[config.mk]
export PLATFORM = sky130hd
export DESIGN_NAME = clint
export DESIGN_NICKNAME = d
export VERILOG_FILES = /design/src/rtl/clint.sv
export SDC_FILE = /design/constraint.sdc
export NUM_CORES = 1
export LEC_CHECK = 0
export CORE_AREA = 5 5 116 118
export CTS_CLUSTER_DIAMETER = 40
export DETAILED_ROUTE_END_ITERATION = 8
export DIE_AREA = 0 0 121 123
export GPL_TIMING_DRIVEN = 0
export PLACE_DENSITY = 0.72
export REMOVE_ABC_BUFFERS = 1
export SLEW_MARGIN = 25
export SYNTH_ARGS = -nofsm -noshare
export SYNTH_HDL_FRONTEND = slang
export SYNTH_SLANG_ARGS = --single-unit
[constraint.sdc]
create_clock -name clk -period 4.3 [get_ports clk]
set_input_delay 0.86 -clock clk [delete_from_list [all_inputs] [get_ports clk]]
set_output_delay 0.86 -clock clk [all_outputs]
set_load 0.005 [all_outputs]
[src/rtl/clint.sv]
// rtl/clint.sv - core-local interrupt/exception sequencer (hold, CSR writes, redirect)
//
// Purpose:
//   Watches the execute-stage instruction for ecall/ebreak/mret and the
//   interrupt request lines. On an event it holds the whole pipeline. For a
//   trap it then writes mepc, mstatus and mcause over three cycles and
//   redirects to mtvec. For mret it writes mstatus once and redirects to mepc.
//
// Ports:
//   clk, rst            core clock, asynchronous active-low reset
//   int_flag_i          level interrupt requests (bit 0 = timer)
//   inst_i, inst_addr_i execute-stage instruction and its PC
//   jump_flag_i/addr_i  execute-stage redirect this cycle and its target
//   div_started_i       multi-cycle divide in flight (defers interrupts)
//   global_int_en_i     mstatus.MIE
//   csr_mtvec_i/mepc_i/mstatus_i  current CSR values
//   we_o, waddr_o, data_o         CSR write port (registered)
//   hold_flag_o         pipeline hold request
//   int_assert_o, int_addr_o      one-cycle redirect strobe and target (registered)

module clint #(
    parameter int          INT_NUM     = 8,
    parameter logic [31:0] CAUSE_TIMER = 32'h8000_0007,
    parameter logic [31:0] CAUSE_EXT   = 32'h8000_000B
) (
    input  logic               clk,
    input  logic               rst,
    input  logic [INT_NUM-1:0] int_flag_i,
    input  logic [31:0]        inst_i,
    input  logic [31:0]        inst_addr_i,
    input  logic               jump_flag_i,
    input  logic [31:0]        jump_addr_i,
    input  logic               div_started_i,
    input  logic               global_int_en_i,
    input  logic [31:0]        csr_mtvec_i,
    input  logic [31:0]        csr_mepc_i,
    input  logic [31:0]        csr_mstatus_i,
    output logic               we_o,
    output logic [31:0]        waddr_o,
    output logic [31:0]        data_o,
    output logic               hold_flag_o,
    output logic               int_assert_o,
    output logic [31:0]        int_addr_o
);

    localparam logic [31:0] INST_ECALL  = 32'h0000_0073;
    localparam logic [31:0] INST_EBREAK = 32'h0010_0073;
    localparam logic [31:0] INST_MRET   = 32'h3020_0073;

    localparam logic [31:0] CSR_MSTATUS = 32'h0000_0300;
    localparam logic [31:0] CSR_MEPC    = 32'h0000_0341;
    localparam logic [31:0] CSR_MCAUSE  = 32'h0000_0342;

    typedef enum logic [2:0] {
        S_IDLE,
        S_MEPC,
        S_MSTATUS,
        S_MCAUSE,
        S_MRET
    } state_t;

    state_t      state_q, state_d;
    logic [31:0] cause_q, cause_d;
    logic [31:0] pc_q, pc_d;
    logic        we_q, we_d;
    logic [31:0] waddr_q, waddr_d;
    logic [31:0] data_q, data_d;
    logic        int_assert_q, int_assert_d;
    logic [31:0] int_addr_q, int_addr_d;

    logic is_idle;
    logic ev_sync;
    logic ev_async;
    logic ev_mret;

    // Events are only decoded in IDLE; anything arriving mid-sequence is
    // ignored (interrupt lines are level and stay pending).
    assign is_idle  = (state_q == S_IDLE);
    assign ev_sync  = is_idle && ((inst_i == INST_ECALL) || (inst_i == INST_EBREAK));
    assign ev_async = is_idle && !ev_sync && (|int_flag_i) && global_int_en_i && !div_started_i;
    assign ev_mret  = is_idle && !ev_sync && !ev_async && (inst_i == INST_MRET);

    assign hold_flag_o = ev_sync || ev_async || ev_mret || !is_idle;

    always_comb begin
        state_d      = state_q;
        cause_d      = cause_q;
        pc_d         = pc_q;
        we_d         = 1'b0;
        waddr_d      = 32'h0;
        data_d       = 32'h0;
        int_assert_d = 1'b0;
        int_addr_d   = 32'h0;

        case (state_q)
            S_IDLE: begin
                if (ev_sync || ev_async) begin
                    state_d = S_MEPC;
                    if (ev_sync) begin
                        cause_d = (inst_i == INST_ECALL) ? 32'd11 : 32'd3;
                        pc_d    = inst_addr_i;
                    end else begin
                        cause_d = int_flag_i[0] ? CAUSE_TIMER : CAUSE_EXT;
                        // An interrupt taken while execute redirects must
                        // return to the redirect target, not the jump itself.
                        pc_d    = jump_flag_i ? jump_addr_i : inst_addr_i;
                    end
                    // mepc write is issued the cycle after detection, so it
                    // uses the freshly selected pc rather than pc_q.
                    we_d    = 1'b1;
                    waddr_d = CSR_MEPC;
                    data_d  = pc_d;
                end else if (ev_mret) begin
                    state_d      = S_MRET;
                    we_d         = 1'b1;
                    waddr_d      = CSR_MSTATUS;
                    // MIE <= MPIE, MPIE <= 1
                    data_d       = {csr_mstatus_i[31:8], 1'b1, csr_mstatus_i[6:4],
                                    csr_mstatus_i[7], csr_mstatus_i[2:0]};
                    int_assert_d = 1'b1;
                    int_addr_d   = csr_mepc_i;
                end
            end
            S_MEPC: begin
                state_d = S_MSTATUS;
                we_d    = 1'b1;
                waddr_d = CSR_MSTATUS;
                // MPIE <= MIE, MIE <= 0
                data_d  = {csr_mstatus_i[31:8], csr_mstatus_i[3], csr_mstatus_i[6:4],
                           1'b0, csr_mstatus_i[2:0]};
            end
            S_MSTATUS: begin
                state_d      = S_MCAUSE;
                we_d         = 1'b1;
                waddr_d      = CSR_MCAUSE;
                data_d       = cause_q;
                int_assert_d = 1'b1;
                int_addr_d   = csr_mtvec_i;
            end
            S_MCAUSE: state_d = S_IDLE;
            S_MRET:   state_d = S_IDLE;
            default:  state_d = S_IDLE;
        endcase
    end

    always_ff @(posedge clk or negedge rst) begin
        if (!rst) begin
            state_q      <= S_IDLE;
            cause_q      <= 32'h0;
            pc_q         <= 32'h0;
            we_q         <= 1'b0;
            waddr_q      <= 32'h0;
            data_q       <= 32'h0;
            int_assert_q <= 1'b0;
            int_addr_q   <= 32'h0;
        end else begin
            state_q      <= state_d;
            cause_q      <= cause_d;
            pc_q         <= pc_d;
            we_q         <= we_d;
            waddr_q      <= waddr_d;
            data_q       <= data_d;
            int_assert_q <= int_assert_d;
            int_addr_q   <= int_addr_d;
        end
    end

    assign we_o         = we_q;
    assign waddr_o      = waddr_q;
    assign data_o       = data_q;
    assign int_assert_o = int_assert_q;
    assign int_addr_o   = int_addr_q;

endmodule

==> impl_metrics.ini <==
[run_status]
outcome = finished, final reports clean

[placed_design]
dp_slack_ns = 0.379
placed_cell_area_um2 = 6350
portBuffers = 276
dp_hpwl_um = 11000
place_congestion = 0.750

[synthesis]
async_flop_share_pct = 100
yosysTopAreaCellShare_pct = 54.4
ys_seq_elements = 76
syn_inst = 278
synth_area_leaders = dfrtp_1 54%, a22o_1 8.0%, mux2i_1 8.0%
ys_seq_area_share_pct = 54.4
yosysTopAreaCell = dfrtp_1
synth-main-ff-cell = dfrtp_1
synth_edf_count = 0
synth.distinct_cells = 42
synth_area_um2 = 3500
yosysMostFrequentCell = dfrtp_1
synth_commonest_cells = 76 x dfrtp_1, 32 x a22o_1, 30 x buf_4
synth_warnings = 0
syn_area_per_cell_um2 = 12.6

[timing]
drv_slew = 0
max_slew_margin_pct = 51.0
timing.fmax_mhz = 254
tightest_slew_ns = 0.732
setup_slack_ns = 0.370
final-hold-violation-count = 0
holdWs_ns = 0.450
fin_crit_sh_pct = 91.4
setup_violations = 0
min_period_ns = 3.93
rsz0062_at_grt = false
skew_ns = 0.0106
fin_setup_tns_ns = 0

[route]
routed_wl_um = 13600
viasPerCell = 4.66
drtIter0Drc = 179
route.detailed.wl_per_inst_um = 18.7
first_pass_iters = 4
num_vias = 3395
drc_errors = 0
final_antenna_net_count = 0

[cts]
postCtsSetupRepairBufs = 0
clk_latency_ns = 0.33
clockBufferDepth = 2
cts_tree = built
h-tree-depth = 3
clock-root-buffer = clkbuf_16
hold_buffers = 0
cts_sinks = 76
cts.clk_slew.worst_paths_ns = 0.06
cts_buffers = 9
cts_resized = 0

[critical_path]
worst-r2r-cell-count = 7
r2r_end = data_o[8]
r2r-start = state_q[2]
critPathLaunchType = input port
worst_ep_required_time_ns = 3.44
crit_arrival_ns = 3.07
r2r_setup_slack_ns = 1.92
crit_fanout = 5
end_kind = primary output
critPathKind = input port to primary output

[power_and_ir_drop]
powerDensity_nw_per_um2 = 461
seq_power_share_pct = 33.0
p_sw_share_pct = 26.7
p_int_mw = 2.26
p_clk_share_pct = 28.5
power_switching_mw = 0.826
combPwrFrac_pct = 38.6
ir_drop_uv = 164
power.leakage_nw = 2.84

[floorplan]
core-area_um2 = 12400
initial_core_util_pct = 28.3
ios = 304
die_h_um = 123
die_w_um = 121
die_area_um2 = 14900
fp-row-count = 41

[global_routing]
grt_pass1_wl_um = 19600
grt_max_degree = 52
grt_pass1_vias = 3641
overflow = 0
track_usage_pct = 17.2
grt_antenna_before_repair = 0

[final_layout]
post-route-cell-area_um2 = 6700
final_util_pct = 54.2
diodes = 0
syn2layout_area_growth_pct = 91.7
layout.nets = 757
drive_gt1_share_pct = 7.54
fillerInstances = 1090

[hold_path]
hp-class = input port to asynchronous set/reset pin

[run]
cap_viol_max_count = 0
[through the flow]
stage / power [mW] / std cells
after global placement: 2.19 / 705
final: 3.09 / 729
after global routing: 3.24 / 729
after floorplan: 1.42 / 257
after CTS: 3.13 / 729
after detailed placement: 2.24 / 713
[critical path: stages]
cell	delay (ns)
clkdlybuf4s50_1	0.42
or4_4	0.55
or4_4	0.49
inv_1	0.08
o21ai_0	0.07
nand2_1	0.09
clkdlybuf4s50_1	0.51
[power by group through the flow]
| stage | logic [mW] | registers, mW | clock network, mW |
|---|---|---|---|
| 4_1_cts | 1.21 | 1.02 | 0.899 |
| 5_1_grt | 1.27 | 1.04 | 0.928 |
| 3_3_place_gp | 1.16 | 1.02 | 0 |
| 6_report | 1.19 | 1.02 | 0.879 |
| 2_1_floorplan | 0.371 | 1.05 | 0 |
| 3_5_place_dp | 1.20 | 1.03 | 0 |
[cell type report]
cell class	instances	area [µm²]	share of cell area, %
well taps	172	215	3.21
repair buffers	284	2850	42.5
flip-flops and latches	76	1900	28.4
inverters	3	11.3	0.168
multi-input cells	178	1380	20.6
clock inverters	7	124	1.85
clock buffers	9	225	3.36
[logic make-up (layout without fill, tap and decap cells)]
| kind of cell | Yosys count | count (layout) | share of synthesized area (%) |
|---|---|---|---|
| AOI/OAI and AO/OA | 77 | 77 | 19.5 |
| xor gates and xnor gates | 1 | 1 | 0.250 |
| buffers and inverters | 50 | 303 | 9.62 |
| DFF | 76 | 76 | 54.4 |
| muxes | 29 | 29 | 8.34 |
| other | 1 | 27 | 0.107 |
| and+or+nand+nor | 44 | 44 | 7.80 |
[worst max path at each step]
stage / startpoint / endpoint
2_1_floorplan: inst_i[23] / data_o[7]
3_3_place_gp: inst_i[23] / data_o[17]
5_1_grt: inst_i[23] / hold_flag_o
4_1_cts: inst_i[23] / hold_flag_o
3_5_place_dp: inst_i[23] / hold_flag_o
6_report: inst_i[23] / hold_flag_o
[flip-flops by register name (all words and copies together), names as in the netlist]
name          flops
data_o           32
int_addr_o       32
cause_q           4
waddr_o           4
state_q           3
int_assert_o      1
[cells in the final DEF (no fill, tap or decap), types with 3 or more instances in the layout]
master / n
a221o_1: 5
inv_1: 3
nor4_1: 6
clkdlybuf4s50_1: 275
nand2_1: 4
bufinv_16: 3
a32o_1: 5
conb_1: 27
o2bb2ai_1: 26
nor2_1: 8
dfrtp_1: 76
a22o_1: 32
nand3_1: 3
nor3_1: 3
mux2i_1: 28
nand2b_1: 3
buf_4: 6
clkbuf_16: 9
[per-layer routing]
| metal | vias up | global-route usage, % | wire (µm) |
|---|---|---|---|
| met4 | 0 | 8.22 | 413 |
| li1 | 1547 | - | - |
| met2 | 196 | 30.8 | 7280 |
| met1 | 1621 | 19.2 | 4970 |
| met3 | 31 | 4.07 | 973 |
| met5 | - | 0 | 0 |
Note: power is estimated with default switching activity, not from simulation.
